**src/rtl/bar_recorder_if.sv**
```systemverilog
// Note-source handshake and bar-RAM write bus of the bar recorder.
//   note_valid / note_in / note_ready : note event channel (valid/ready)
//   wr_en / wr_bar / wr_row / wr_data : bar RAM write port
// master: the recorder side (accepts notes, drives the write port).
// slave : the environment side (offers notes, receives writes).
interface bar_recorder_if;
  logic       note_valid;
  logic [7:0] note_in;
  logic       note_ready;
  logic       wr_en;
  logic [7:0] wr_bar;
  logic [7:0] wr_row;
  logic [7:0] wr_data;

  modport master (
    input  note_valid, note_in,
    output note_ready, wr_en, wr_bar, wr_row, wr_data
  );

  modport slave (
    output note_valid, note_in,
    input  note_ready, wr_en, wr_bar, wr_row, wr_data
  );
endinterface

```
**src/rtl/bar_recorder.sv**
```systemverilog
// bar_recorder: records live notes into one bar, quantized onto the row grid,
// writing exactly one note byte per row (0x00 = rest).
// Ports:
//   main_clk, rst      : clock, synchronous active-high reset
//   tick               : one-cycle song tick strobe
//   arm, rec_bar       : request to record one bar into bar index rec_bar
//   bus (master)       : note valid/ready channel and bar RAM write port
//   row_pos            : current recording row
//   busy, done         : recording in progress / final-write pulse
//   drop_count         : saturating count of invalid or colliding notes
module bar_recorder #(
  parameter int unsigned NUM_ROWS_PER_BAR = 16,
  parameter int unsigned TICKS_PER_ROW    = 8
) (
  input  logic       main_clk,
  input  logic       rst,
  input  logic       tick,
  input  logic       arm,
  input  logic [7:0] rec_bar,
  bar_recorder_if.master bus,
  output logic [7:0] row_pos,
  output logic       busy,
  output logic       done,
  output logic [7:0] drop_count
);

  localparam int unsigned TW = (TICKS_PER_ROW > 2) ? $clog2(TICKS_PER_ROW) : 1;
  localparam logic [TW-1:0] LAST_TICK = TW'(TICKS_PER_ROW - 1);
  localparam logic [TW-1:0] HALF_TICK = TW'(TICKS_PER_ROW / 2);
  localparam logic [7:0]    LAST_ROW  = 8'(NUM_ROWS_PER_BAR - 1);

  typedef enum logic [1:0] {
    IDLE,
    SYNC,
    RECORD
  } state_t;

  state_t        state, state_d;
  logic [TW-1:0] tick_cnt, tick_cnt_d;
  logic [7:0]    bar_q, bar_d;
  // A valid note byte is never 0x00 (note field 1..12), so 0x00 marks an empty slot.
  logic [7:0]    cur_slot, cur_slot_d;
  logic [7:0]    nxt_slot, nxt_slot_d;
  logic [7:0]    row_d, drop_d;
  logic          busy_d, done_d;
  logic          wr_en_q, wr_en_d;
  logic [7:0]    wr_bar_q, wr_bar_d;
  logic [7:0]    wr_row_q, wr_row_d;
  logic [7:0]    wr_data_q, wr_data_d;

  logic          accept;
  logic          note_ok;
  logic          last_row;
  logic          boundary;
  logic          to_next;

  assign bus.note_ready = (state == RECORD);
  assign bus.wr_en      = wr_en_q;
  assign bus.wr_bar     = wr_bar_q;
  assign bus.wr_row     = wr_row_q;
  assign bus.wr_data    = wr_data_q;

  assign accept   = bus.note_valid && (state == RECORD);
  assign note_ok  = (bus.note_in[7:4] >= 4'd1) && (bus.note_in[7:4] <= 4'd12) &&
                    (bus.note_in[3:0] <= 4'd6);
  assign last_row = (row_pos == LAST_ROW);
  assign boundary = tick && (tick_cnt == LAST_TICK);
  // Quantize on the pre-update tick count; the last row has no next row.
  assign to_next  = (tick_cnt >= HALF_TICK) && !last_row;

  always_ff @(posedge main_clk) begin
    if (rst) begin
      state      <= IDLE;
      tick_cnt   <= '0;
      bar_q      <= '0;
      cur_slot   <= '0;
      nxt_slot   <= '0;
      row_pos    <= '0;
      drop_count <= '0;
      busy       <= 1'b0;
      done       <= 1'b0;
      wr_en_q    <= 1'b0;
      wr_bar_q   <= '0;
      wr_row_q   <= '0;
      wr_data_q  <= '0;
    end else begin
      state      <= state_d;
      tick_cnt   <= tick_cnt_d;
      bar_q      <= bar_d;
      cur_slot   <= cur_slot_d;
      nxt_slot   <= nxt_slot_d;
      row_pos    <= row_d;
      drop_count <= drop_d;
      busy       <= busy_d;
      done       <= done_d;
      wr_en_q    <= wr_en_d;
      wr_bar_q   <= wr_bar_d;
      wr_row_q   <= wr_row_d;
      wr_data_q  <= wr_data_d;
    end
  end

  always_comb begin
    state_d    = state;
    tick_cnt_d = tick_cnt;
    bar_d      = bar_q;
    cur_slot_d = cur_slot;
    nxt_slot_d = nxt_slot;
    row_d      = row_pos;
    drop_d     = drop_count;
    busy_d     = busy;
    done_d     = 1'b0;
    wr_en_d    = 1'b0;
    wr_bar_d   = wr_bar_q;
    wr_row_d   = wr_row_q;
    wr_data_d  = wr_data_q;

    // busy stays high through the done cycle and falls on the next one.
    if (done) begin
      busy_d = 1'b0;
    end

    unique case (state)
      IDLE: begin
        if (arm) begin
          bar_d   = rec_bar;
          drop_d  = '0;
          busy_d  = 1'b1;
          state_d = SYNC;
        end
      end

      SYNC: begin
        if (tick) begin
          tick_cnt_d = '0;
          row_d      = '0;
          cur_slot_d = '0;
          nxt_slot_d = '0;
          state_d    = RECORD;
        end
      end

      RECORD: begin
        if (accept) begin
          if (!note_ok) begin
            if (drop_d != 8'hFF) drop_d = drop_d + 8'd1;
          end else if (to_next) begin
            if (nxt_slot_d != 8'h00) begin
              if (drop_d != 8'hFF) drop_d = drop_d + 8'd1;
            end else begin
              nxt_slot_d = bus.note_in;
            end
          end else begin
            if (cur_slot_d != 8'h00) begin
              if (drop_d != 8'hFF) drop_d = drop_d + 8'd1;
            end else begin
              cur_slot_d = bus.note_in;
            end
          end
        end

        if (tick) begin
          if (boundary) begin
            // Slots already include this cycle's note, so a boundary-tick note
            // lands in the next row, or in the final write on the last row.
            tick_cnt_d = '0;
            wr_en_d    = 1'b1;
            wr_bar_d   = bar_q;
            wr_row_d   = row_pos;
            wr_data_d  = cur_slot_d;
            if (last_row) begin
              done_d     = 1'b1;
              row_d      = '0;
              cur_slot_d = '0;
              nxt_slot_d = '0;
              state_d    = IDLE;
            end else begin
              row_d      = row_pos + 8'd1;
              cur_slot_d = nxt_slot_d;
              nxt_slot_d = '0;
            end
          end else begin
            tick_cnt_d = tick_cnt + TW'(1);
          end
        end
      end

      default: state_d = IDLE;
    endcase
  end

endmodule

```
**src/flat_wrapper.sv**
```systemverilog
// flat-port wrapper written by rule: the top's interface ports become plain ports
module bar_recorder_flat 
#(
  parameter int unsigned NUM_ROWS_PER_BAR = 16,
  parameter int unsigned TICKS_PER_ROW    = 8
)
  (main_clk, rst, tick, arm, rec_bar, row_pos, busy, done, drop_count, bus_note_valid, bus_note_in, bus_note_ready, bus_wr_en, bus_wr_bar, bus_wr_row, bus_wr_data);
  bar_recorder_if bus_i ();
  input  logic main_clk;
  input  logic rst;
  input  logic tick;
  input  logic arm;
  input  logic [7:0] rec_bar;
  output logic [7:0] row_pos;
  output logic busy;
  output logic done;
  output logic [7:0] drop_count;
  input wire logic [$bits(bus_i.note_valid)-1:0] bus_note_valid;
  input wire logic [$bits(bus_i.note_in)-1:0] bus_note_in;
  output wire logic [$bits(bus_i.note_ready)-1:0] bus_note_ready;
  output wire logic [$bits(bus_i.wr_en)-1:0] bus_wr_en;
  output wire logic [$bits(bus_i.wr_bar)-1:0] bus_wr_bar;
  output wire logic [$bits(bus_i.wr_row)-1:0] bus_wr_row;
  output wire logic [$bits(bus_i.wr_data)-1:0] bus_wr_data;
  assign bus_i.note_valid = bus_note_valid;
  assign bus_i.note_in = bus_note_in;
  assign bus_note_ready = bus_i.note_ready;
  assign bus_wr_en = bus_i.wr_en;
  assign bus_wr_bar = bus_i.wr_bar;
  assign bus_wr_row = bus_i.wr_row;
  assign bus_wr_data = bus_i.wr_data;
  bar_recorder #(.NUM_ROWS_PER_BAR(NUM_ROWS_PER_BAR), .TICKS_PER_ROW(TICKS_PER_ROW)) u_core (.main_clk(main_clk), .rst(rst), .tick(tick), .arm(arm), .rec_bar(rec_bar), .bus(bus_i), .row_pos(row_pos), .busy(busy), .done(done), .drop_count(drop_count));
endmodule
```
**config.mk**
```make
export PLATFORM = sky130hd
export DESIGN_NAME = bar_recorder_flat
export DESIGN_NICKNAME = d
export VERILOG_FILES = /design/src/rtl/bar_recorder_if.sv /design/src/rtl/bar_recorder.sv /design/src/flat_wrapper.sv
export SDC_FILE = /design/constraint.sdc
export NUM_CORES = 1
export LEC_CHECK = 0
export CORE_MARGIN = 2
export CORE_UTILIZATION = 51
export DETAILED_ROUTE_END_ITERATION = 12
export PLACE_DENSITY_LB_ADDON = 0.05
export SLEW_MARGIN = 20
export SYNTH_ARGS = -nofsm -noshare
export SYNTH_HDL_FRONTEND = slang
export SYNTH_SLANG_ARGS = --single-unit
```
**constraint.sdc**
```tcl
create_clock -name main_clk -period 2.58 [get_ports main_clk]
set_clock_uncertainty 0.1 [all_clocks]
set_input_delay 0.258 -clock main_clk [delete_from_list [all_inputs] [get_ports main_clk]]
set_output_delay 0.258 -clock main_clk [all_outputs]
set_load 0.01 [all_outputs]
```
## After elaboration in Yosys (flattened, before gate mapping)

Index checks and enable logic that the tools add are counted.

- Equality and inequality tests: 13
- Reductions and logical operators: 20
- Multiply operators: 0
- Shift-type cells: 0
- Muxes and demuxes: 43
- Order comparisons: 4
- Div/mod/pow operators: 0
- Bitwise gates (word level): 3
- $add $sub $neg: 3

Operator list:

| operator | number |
|---|---|
| 2-to-1 mux 8 bit | 24 |
| case mux 8 bit (2 select lines) | 4 |
| adder 8 x 1 -> 8 bit (second input constant) | 2 |
| nonzero test 8 bit | 2 |
| 2-to-1 mux 2 bit | 5 |
| AND reduction 5 bit | 2 |
| 2-to-1 mux 3 bit | 3 |
| == test 8 x 4 -> 1 bit (second input constant) | 1 |
| != test 4 bit (second input constant) | 2 |
| != test 8 bit (second input constant) | 1 |
| != test 2 x 1 -> 1 bit (second input constant) | 3 |
| != test 2 bit (second input constant) | 3 |
| case mux 2 bit (3 select lines) | 1 |
| case mux 3 bit (2 select lines) | 1 |
| AND reduction 3 bit | 2 |
| logical AND 1 bit | 5 |
| 2-to-1 mux 1 bit | 5 |
| greater-or-equal comparator 4 x 1 -> 1 bit (second input constant) | 1 |
| <= comparator 4 x 3 -> 1 bit (second input constant) | 1 |
| <= comparator 4 bit (second input constant) | 1 |
| AND reduction 2 bit | 2 |
| AND reduction 4 bit | 1 |
| nonzero test 2 bit | 2 |
| OR reduction 4 bit | 1 |
| 9 further kinds | 11 |

- Latch bits: 0
- ROM bits: 0
- Memories: 0
- Output and inout bits: 44
- Register bits: 72
- Input port bits: 21
- RAM bits: 0
- Logic and storage cells: 99

## Depth between registers and ports, before layout

Gate-level depths: netlist of the first run.

- Depth after elaboration: 10
- Gate-level depth with buffers: 9
- Mapped depth without buffers: 8

## Least setup slack after synthesis of the first run

Ideal clock, no wire load.

- Kind: flip-flop to flip-flop
- From: register u_core.row_pos[0]
- To: register u_core.drop_count[0]
- Period minus slack after synthesis: 2.171 ns
- Path slack: 0.409 ns
- Arrival: 1.944 ns
- Stages on the path, launching flop included: 9
- Library setup time: 0.128 ns
- Cells stage by stage: dfxtp_1 ha_1 and3_4 a21boi_4 mux2_1 o221ai_2 buf_6 mux2i_1 nor2_1

- Word-level cells in the longest chain between the ends: 7

Ends and longest elaborated chain:

| item | RTL line | source |
|---|---|---|
| start: declaration | bar_recorder.sv:21 | `output logic [7:0] row_pos,` |
| start signal: assignment | bar_recorder.sv:92 | `row_pos <= row_d;` |
| == test 8 x 4 -> 1 bit (*) | bar_recorder.sv:66 | `assign last_row = (row_pos == LAST_ROW);` |
| zero test 1 bit (*) | bar_recorder.sv:69 | `assign to_next = (tick_cnt >= HALF_TICK) && !last_row;` |
| logical AND 1 bit (*) | bar_recorder.sv:69 |  |
| 2-to-1 mux 8 bit | bar_recorder.sv:147 | `end else if (to_next) begin` |
| 2-to-1 mux 8 bit | bar_recorder.sv:145 | `if (!note_ok) begin` |
| 2-to-1 mux 8 bit | bar_recorder.sv:144 | `if (accept) begin` |
| case mux 8 bit (2 select lines) | bar_recorder.sv:123 | `unique case (state)` |
| end signal: assignment | bar_recorder.sv:93 | `drop_count <= drop_d;` |
| end: declaration | bar_recorder.sv:24 | `output logic [7:0] drop_count` |

Mark *: on every way between the ends. The rest lies on a longest branch, timed or not. The select of a mux whose other input is x is not followed.
A chain may end at the register's enable or synchronous reset.

## Worst setup path in the final report of the first run

Ends and elaborated chain as after synthesis.

==> run summary, run 1 <==
Status = complete, no violations
Fraction of layout cells with a size suffix above 1 = 8.28%
Wire length per cell = 14.1 µm
Crit Path Category = flip-flop to flip-flop
Tot GR Track Use = 22.9%
Worst slew pin tran = 438 ps
Final setup TNS = 0 ps
GR peak layer = met2
Minimum period implied by the final worst setup slack = 2390 ps
XOR/XNOR Fraction of Synth Area = 1.98%
RSZ-0062 raised after global routing = no
Number of global-route vias before repair = 2508
Clock Sinks = 72
Port bufs = 64
Overflow left after global routing = 0
Htree depth = 3
Post-layout instance count excluding filler cells = 522
Number of placed instances, taps included = 507
# Max-Cap Violations = 0
Die W = 81.9 µm
Slew headroom = 70.6%
Complex-gate fraction of the synthesized area = 19.1%
Hold Fails Final Rpt = 0
Layout Nets = 472
Initial DRC Count = 145
Pleak = 1.49 nW
Syn_area_per_cell = 8.39 µm²
Synthesized flop and latch total = 72
Post-synth EDFFs = 0
GR met2 Demand/Resource = 37.2%
Mux contribution to synthesized area = 1.33%
CP max FO = 12
Max Clk Rate = 0.418 GHz
Vias = 2851
Met3 Use GR = 7.14%
First-pass GRT wire length = 11800 µm
Routed WL = 7360 µm
Hold Crit Class = input port to flip-flop
Fin worst setup slack = 187 ps
Synth Cell Area = 3090 µm²
Yosys warnings = 0
Starting Density = 52.6%
Ant. Diodes = 0
Critical Path Max Stage Delay = 390 ps
Vias/cell = 5.46
Syn nets = 398
Fillcell total = 508
Async SR Flop Fraction = 0%
Root Buffer = clkbuf_8
Largest net degree at the start of global routing = 41
CTS tree = done
Post-CTS Setup Bufs = 0
Clock-pin slew on the worst setup and hold paths = 70 ps
RePlAce Congestion = 0.853
Core Box Area = 5890 µm²
Simple-gate share of the synthesized area = 24.6%
HPWL after DPL = 5290 µm
Initial antenna violation count = 0
CTS buffer count = 9
Clock latency at the later pin of the worst-skew pair = 340 ps
CP startpoint kind = flip-flop
Crit path cell chain = ha_1 > and3_4 > a21boi_4 > mux2_1 > o221ai_4 > buf_4 > mux2i_1 > nor2_1
Final period utilization = 92.7%
Die height = 81.9 µm
Met1 usage = 29.7%
# rows = 28
Power Total = 2.62 mW
Largest family of logic cells by synthesized area = simple AND/OR/NAND/NOR gates
Cells after synthesis = 369
Unique cell type count in the Yosys netlist = 43
Drt first pass iters = 4
Clock Tree Buf Depth = 2
Die area = 6710 µm²
Layout area overhead = 31.5%
Worst Path Arrival = 2510 ps
Hold WS = 203 ps
Register area share after synthesis = 46.6%
CP endpoint kind = flip-flop
Dpl ws = 98.3 ps
Worst vdd ir = 0.477 mV
Primary FF master, synth = dfxtp_1
Synth Area in Adders = 3.23%
ANT nets after route = 0
Power Density = 644 nW/µm²
# DRC = 0
Pins Over Slew Limit = 0
Final setup vio count = 0
Crit-path slowest cell = mux2_1
CP required = 2700 ps
# IOs = 65
[cell families (layout without fill, tap and decap cells)]
group | count (synthesis) | after routing
adder cells (fa/ha/maj) | 8 | 8
XOR/XNOR | 7 | 7
flip-flops | 72 | 72
buffers and inverters | 24 | 102
AND/OR/NAND/NOR | 162 | 162
AO/OA/AOI/OAI | 92 | 92
multiplexers | 4 | 4
[worst max-delay path: cells and delay by family (launching register included)]
family	cells	cell delay, ps
AOI/OAI and AO/OA	2	550
adders and majority gates	1	250
buffers and inverters	1	200
DFF	1	360
muxes	2	560
and+or+nand+nor	2	260
[metrics by stage]
step	area (µm²)	util, %
global placement	3870	65.8
finish	4070	69.2
floorplan	3090	-
detailed placement	3870	65.8
CTS	4060	69.0
global route	4070	69.2
[registers in the layout, indices dropped and copies added (netlist names)]
register,count
u_core.bar_q,8
u_core.bus.wr_bar,8
u_core.bus.wr_data,8
u_core.bus.wr_row,8
u_core.cur_slot,8
u_core.drop_count,8
u_core.nxt_slot,8
u_core.row_pos,8
u_core.tick_cnt,3
u_core.state,2
u_core.bus.wr_en,1
u_core.busy,1
u_core.done,1
[power by group]
part	total [mW]	switching [mW]	internal (mW)
Combinational	0.570	0.350	0.219
Clock	0.865	0.398	0.467
Sequential	1.19	0.0287	1.16
Total	2.62	0.777	1.84
[cells in the final DEF (no fill, tap or decap), drive strengths merged, types with 6 or more instances in the layout]
| master | count |
|---|---|
| a21oi | 40 |
| nor4 | 6 |
| nand2 | 66 |
| dfxtp | 72 |
| ha | 8 |
| nor2 | 38 |
| buf | 16 |
| a21o | 7 |
| clkdlybuf4s50 | 63 |
| clkbuf | 12 |
| a22oi | 7 |
| nor3 | 11 |
| o21ai | 11 |
| nand3 | 11 |
| a211oi | 9 |
| inv | 8 |
[metal layers]
metal	share of wire [%]	vias to the layer above
met2	47	83
met3	5.2	9
li1	-	1439
met4	1.0	0
met5	0	-
met1	47	1320
[final cells by class]
class	instances	area, µm²	share of cell area, %
timing repair buffer	79	748	18.4
inverter	8	30.0	0.738
multi-input combinational	273	1570	38.5
clock inverter	3	42.5	1.05
sequential	72	1440	35.4
clock buffer	12	145	3.57
tap	75	93.8	2.31
[timing repair]
item	in CTS	in global routing
hold endpoints to repair	0	0
endpoints found under the setup margin	0	1
hold buffers	0	0
resized for setup	0	1
[worst paths after layout]
check                            startpoint                           endpoint  slack, ps  cells past startpoint
max reg2reg  u_core.row_pos[0]$_SDFFE_PP0P_  u_core.drop_count[0]$_SDFFE_PP0P_        190                      8
max          u_core.row_pos[0]$_SDFFE_PP0P_  u_core.drop_count[0]$_SDFFE_PP0P_        190                      8
min                                     rst    u_core.nxt_slot[5]$_SDFFE_PP0P_        200                      2
min reg2reg    u_core.bar_q[6]$_SDFFE_PP0P_  u_core.bus.wr_bar[6]$_SDFFE_PP0P_        350                      2
[cell usage after synthesis, types with 5 or more instances]
| master | n | area (µm²) |
|---|---|---|
| dfxtp_1 | 72 | 1440 |
| nand2_1 | 66 | 248 |
| a21oi_1 | 40 | 200 |
| nor2_1 | 38 | 143 |
| clkbuf_1 | 15 | 56.3 |
| nand3_1 | 11 | 55.1 |
| a211oi_1 | 9 | 67.6 |
| nor3_1 | 9 | 45.0 |
| ha_1 | 8 | 100 |
| inv_1 | 8 | 30.0 |
| a21o_1 | 7 | 52.6 |
| a22oi_1 | 7 | 52.6 |
| o21ai_1 | 7 | 35.0 |
| a22o_1 | 5 | 43.8 |
| and2_1 | 5 | 31.3 |
| nor4_1 | 5 | 31.3 |
| xor2_1 | 5 | 43.8 |
Note: power is estimated with default switching activity, not from simulation.
==> run 2: changes to the inputs <==
- CORE_UTILIZATION: 51 -> 53
- CTS_BUF_LIST: default -> sky130_fd_sc_hd__clkbuf_4
==> run 2 against run 1 <==
  * First-iteration DRC count increased by 12%
  * Fmax shrank 1.4%
  * Critical path depth shrank 1
  * Die area decreased by 3.6%
  * Global-route usage increased by 1.2 points
  * Clock power shrank 20%
  * Worst setup slack worse by 34 ps
  * Routed wire length is 0.60% lower
  * Combinational power shrank 3.7%
  * Non-clock buffer count decreased by 3
  * Critical path type unchanged
  * Largest cell class unchanged
==> run summary, run 2 (synthesis results as in run 1) <==
Critical Path Max Stage Delay = 510 ps
R2r setup slk = 150 ps
Status = complete, no violations
Crit path cell chain = ha_1 > and3_4 > a21boi_4 > mux2_1 > o221ai_2 > mux2i_1 > nor2_1
Number of global-route vias before repair = 2606
CP endpoint kind = flip-flop
Number of buffers inserted by hold repair at cts = 0
Crit-path leading delay family = compound AO/OA/AOI/OAI gates
Wire length per cell = 14.2 µm
Worst vdd ir = 0.416 mV
First-pass GRT wire length = 12000 µm
Clock share of power = 28.7%
Comb pwr share = 22.6%
Most frequent cells in the layout = dfxtp_1, nand2_1, clkdlybuf4s50_1
Hold Crit Class = input port to flip-flop
Worst Path Arrival = 2650 ps
Die height = 80.4 µm
Clock latency at the later pin of the worst-skew pair = 420 ps
Vias = 2873
Fin worst setup slack = 153 ps
P_int = 1.67 mW
Layout Nets = 469
Worst slew pin tran = 623 ps
Core Box Area = 5570 µm²
Final setup TNS = 0 ps
# rows = 27
Reg2reg path depth = 7
Pins Over Slew Limit = 0
Number of placed instances, taps included = 501
Worst Hold Depth = 2
Fillcell total = 477
Layout area overhead = 28.4%
Largest net degree at the start of global routing = 28
Crit Path Category = flip-flop to flip-flop
Pleak = 1.45 nW
CP bufs+invs = 0
Initial DRC Count = 163
Hold path start = rst
GR met2 Demand/Resource = 37.3%
# IOs = 65
Max Clk Rate = 0.412 GHz
Fraction of layout cells with a size suffix above 1 = 7.88%
Switching share of power = 31.2%
Reg2reg end = u_core.drop_count[0]$_SDFFE_PP0P_
Die W = 80.4 µm
Hold Fails Final Rpt = 0
Clock Tree Buf Depth = 2
Sequential share of power = 48.8%
Met3 Use GR = 5.17%
Reg2Reg Launch Point = u_core.row_pos[0]$_SDFFE_PP0P_
Routed WL = 7320 µm
CTS tree = done
Tot GR Track Use = 24.1%
Post-CTS Setup Bufs = 0
CP max FO = 15
# DRC = 0
Hold endpoint = u_core.bus.wr_bar[3]$_SDFFE_PP0P_
Port bufs = 64
# Max-Cap Violations = 0
GR peak layer = met2
Clock Sinks = 72
Slew headroom = 58.5%
Die area = 6460 µm²
Initial antenna violation count = 0
ANT nets after route = 0
Clock-pin slew on the worst setup and hold paths = 120 ps
Drt first pass iters = 4
RePlAce Congestion = 0.846
Ant. Diodes = 0
CTS buffer count = 9
Dpl ws = 60.1 ps
Most common cell after layout, fill and taps aside = dfxtp_1
Met1 usage = 32.2%
Minimum period implied by the final worst setup slack = 2430 ps
Overflow left after global routing = 0
RSZ-0062 raised after global routing = no
HPWL after DPL = 5210 µm
Vias/cell = 5.57
Crit-path slowest cell = o221ai_2
Power Density = 612 nW/µm²
Htree depth = 3
Final setup vio count = 0
Starting Density = 55.5%
Switching power = 758 µW
Post-CTS Resized = 0
CP required = 2800 ps
Post-layout instance count excluding filler cells = 516
CP startpoint kind = flip-flop
Root Buffer = clkbuf_4
Final period utilization = 94.1%
run 2: cell count changes in the layout (fill, tap and decap cells not counted), sizes merged:
cell | before | now
buf | 16 | 13
clkbuf | 12 | 11
clkinv | 1 | 2
run 2: power groups by stage:
stage	Combinational [mW]	Clock, mW	Sequential, mW
2_1_floorplan	0.386	0	1.21
3_3_place_gp	0.533	0	1.21
3_5_place_dp	0.544	0	1.21
4_1_cts	0.549	0.711	1.19
5_1_grt	0.619	0.755	1.19
6_report	0.549	0.696	1.19
run 2: layout make-up:
cell class,count,area [µm²],area share [%]
clock buffer,11,82.6,2.08
clock inverter,4,46.3,1.16
inverter,8,30.0,0.756
multi-input combinational,273,1560,39.2
sequential,72,1440,36.3
tap,72,90.1,2.27
timing repair buffer,76,726,18.3
run 2: per-stage QoR:
step	util (%)	total power, mW	area, µm²	hold WS [ps]
floorplan	-	1.59	3090	238
global route	71.3	2.57	3970	137
finish	71.3	2.43	3970	131
detailed placement	69.0	1.75	3840	344
global placement	69.0	1.74	3840	338
CTS	71.3	2.44	3970	119
run 2: metal layers:
layer	vias to the layer above	part of all wire [%]	wire, µm
li1	1444	-	-
met1	1328	46	3340
met2	89	46	3370
met3	12	6.4	465
met4	0	1.9	138
met5	-	0	0
run 2: worst max path at each step:
stage | slack [ps] | cells after the start | end | start
final | 150 | 7 | u_core.drop_count[0]$_SDFFE_PP0P_ | u_core.row_pos[0]$_SDFFE_PP0P_
after CTS | 160 | 7 | u_core.drop_count[0]$_SDFFE_PP0P_ | u_core.row_pos[0]$_SDFFE_PP0P_
after floorplan | 410 | 8 | u_core.drop_count[0]$_SDFFE_PP0P_ | u_core.row_pos[0]$_SDFFE_PP0P_
after global routing | 5 | 7 | u_core.drop_count[3]$_SDFFE_PP0P_ | u_core.row_pos[0]$_SDFFE_PP0P_
after detailed placement | 60 | 6 | u_core.drop_count[5]$_SDFFE_PP0P_ | bus_note_in[7]
after global placement | 80 | 6 | u_core.drop_count[7]$_SDFFE_PP0P_ | bus_note_in[7]
run 2: worst reg2reg max path: stages, from the launching register on:
cell and delay (ps):
dfxtp_1 370, ha_1 260, and3_4 210, a21boi_4 230
mux2_1 360, o221ai_2 510, mux2i_1 250, nor2_1 50
==> variant (flow settings as in run 2) <==
`TICKS_PER_ROW` is set to 8 in 2 places; all go to 4.
--- a/src/rtl/bar_recorder.sv
+++ b/src/rtl/bar_recorder.sv
@@ -10,7 +10,7 @@
 //   drop_count         : saturating count of invalid or colliding notes
 module bar_recorder #(
   parameter int unsigned NUM_ROWS_PER_BAR = 16,
-  parameter int unsigned TICKS_PER_ROW    = 8
+  parameter int unsigned TICKS_PER_ROW    = 4
 ) (
   input  logic       main_clk,
   input  logic       rst,
--- a/src/flat_wrapper.sv
+++ b/src/flat_wrapper.sv
@@ -2,7 +2,7 @@
 module bar_recorder_flat 
 #(
   parameter int unsigned NUM_ROWS_PER_BAR = 16,
-  parameter int unsigned TICKS_PER_ROW    = 8
+  parameter int unsigned TICKS_PER_ROW    = 4
 )
   (main_clk, rst, tick, arm, rec_bar, row_pos, busy, done, drop_count, bus_note_valid, bus_note_in, bus_note_ready, bus_wr_en, bus_wr_bar, bus_wr_row, bus_wr_data);
   bar_recorder_if bus_i ();
Function: changed (Yosys sat finds a counterexample within 10 cycles, from zero or initial values and one cycle with rst high).
==> variant against run 2 <==
Design area grew 3.9%. Synthesized cell count shrank 0.54%. Area after synthesis grew 1.3%. Die area grew 1.2%. Largest cell class unchanged. Setup slack gained 0.093 ns. Clock power grew 3.6%. Wire length grew 8.8%. Sequential cell count shrank 1. Total power grew 5.7%.
==> variant: results (changes against run 2) <==
[clocking]
cts_root_buf=clkbuf_4
clockBufferDepth=2  ; unchanged
clk_pin_slew_ns=0.12  ; about the same
htree_levels=3  ; unchanged
clk_latency_ns=0.43
cts_buffers=9  ; unchanged

[placed_design]
port_buffers=64  ; unchanged
detailed_place_hpwl_um=5400  ; +3.7%
place_congestion=0.851  ; +0.50%
dp_cells=513  ; +2.4%

[route]
vias_per_cell=5.68  ; +2.0%
wl_per_cell_um=15.0  ; +6.1%
via_count=3005  ; +4.6%
first_iter_violations=301  ; +85%
first_pass_iters=5  ; +1

[synthesis]
postSynthCellCount=367  ; -0.54%
synthTopCellsByArea=dfxtp_1 (45%), nand2_1 (8.3%), a21oi_1 (6.1%)
synth_cell_types=45  ; +4.7%
synthArstFlopShare=0  ; unchanged
ys.flop_type=dfxtp_1
ys_seq_area_frac=0.454  ; -0.0122
synth_common_cells=dfxtp_1 (71), nand2_1 (69), a21oi_1 (38), nor2_1 (28), clkbuf_1 (15)
syn_nets=395  ; -0.75%
yosys_warnings=0  ; unchanged

[critical_path]
worst-path-max-fanout=7  ; -8
cp_data_arrival_time_ns=2.60  ; -0.05 ns

[sta]
slew_headroom=0.555  ; -0.0293

[global_route]
grt_first_pass_wirelength_um=12900  ; +7.6%
first_global_vias=2813  ; +7.9%
antenna_found_initial=0  ; unchanged
grt_max_degree=41  ; +46%
grt_usage=0.256  ; +0.0150

[layout]
fillers=503  ; +5.5%
antenna_cells=0  ; unchanged
drive_gt1_frac=0.115  ; +0.0357
nets=477  ; +1.7%

[power_and_ir_drop]
leakagePower_nw=1.57  ; +8.3%
peakVddDrop_mv=0.496  ; +19%

[min_path]
hp-class=in -> reg

[run_status]
status=finished clean

variant: critical path, cell delays in order (launching register included):
cell and delay (ns):
dfxtp_1 0.34, ha_1 0.22, and4b_1 0.22, a21oi_1 0.55
mux2i_1 0.18, buf_4 0.19, a21boi_1 0.27, mux2i_1 0.21
variant: power breakdown:
part           switching, mW  internal, mW
combinational          0.386         0.286
sequential            0.0302          1.14
clock                  0.425         0.296
total                  0.841          1.73
variant: per-stage QoR:
| stage | worst slack (ns) | cell area (um^2) | TNS (ns) | utilization |
|---|---|---|---|---|
| floorplan | 0.496 | 3130 | 0 | - |
| global placement | -0.126 | 3970 | -1.04 | 0.683 |
| detailed placement | 0.0555 | 3980 | 0 | 0.684 |
| CTS | 0.134 | 4120 | 0 | 0.708 |
| global route | 0.114 | 4130 | 0 | 0.710 |
| finish | 0.246 | 4130 | 0 | 0.710 |
variant: worst paths after layout:
path	endpoint	slack (ns)	from	depth (start not counted)
worst min-delay path	u_core.nxt_slot[5]$_SDFFE_PP0P_	0.15	rst	2
worst min register to register	u_core.bus.wr_bar[0]$_SDFFE_PP0P_	0.36	u_core.bar_q[0]$_SDFFE_PP0P_	2
worst max register to register	u_core.drop_count[1]$_SDFFE_PP0P_	0.25	u_core.row_pos[0]$_SDFFE_PP0P_	7
worst max-delay path	u_core.drop_count[1]$_SDFFE_PP0P_	0.25	u_core.row_pos[0]$_SDFFE_PP0P_	7
variant: kinds of logic (layout without fill, tap and decap cells):
family	after synthesis	count (layout)	synth area share
flops	71	71	0.454
fa+ha+maj	7	7	0.0280
compound gates	78	78	0.161
buf+inv	23	110	0.0335
xor+xnor	8	8	0.0224
mux	13	13	0.0423
simple gates	167	167	0.260
variant: layout make-up:
class | count | share of cell area
Inverter | 3 | 0.00273
Clock inverter | 7 | 0.0176
Sequential cell | 71 | 0.344
Multi-Input combinational cell | 273 | 0.393
Timing Repair Buffer | 91 | 0.203
Clock buffer | 9 | 0.0164
Tap cell | 75 | 0.0227
variant: per-layer routing:
layer | global-route usage | up-vias | share of wire
met2 | 0.408 | 115 | 0.47
met1 | 0.329 | 1400 | 0.44
li1 | - | 1472 | -
met4 | 0.105 | 0 | 0.020
met3 | 0.0689 | 18 | 0.064
met5 | 0 | - | 0
variant: timing repair:
action                                  in CTS  in global routing
setup buffers                                0                  0
gates resized for setup                      0                  2
endpoints found under the setup margin       0                 10
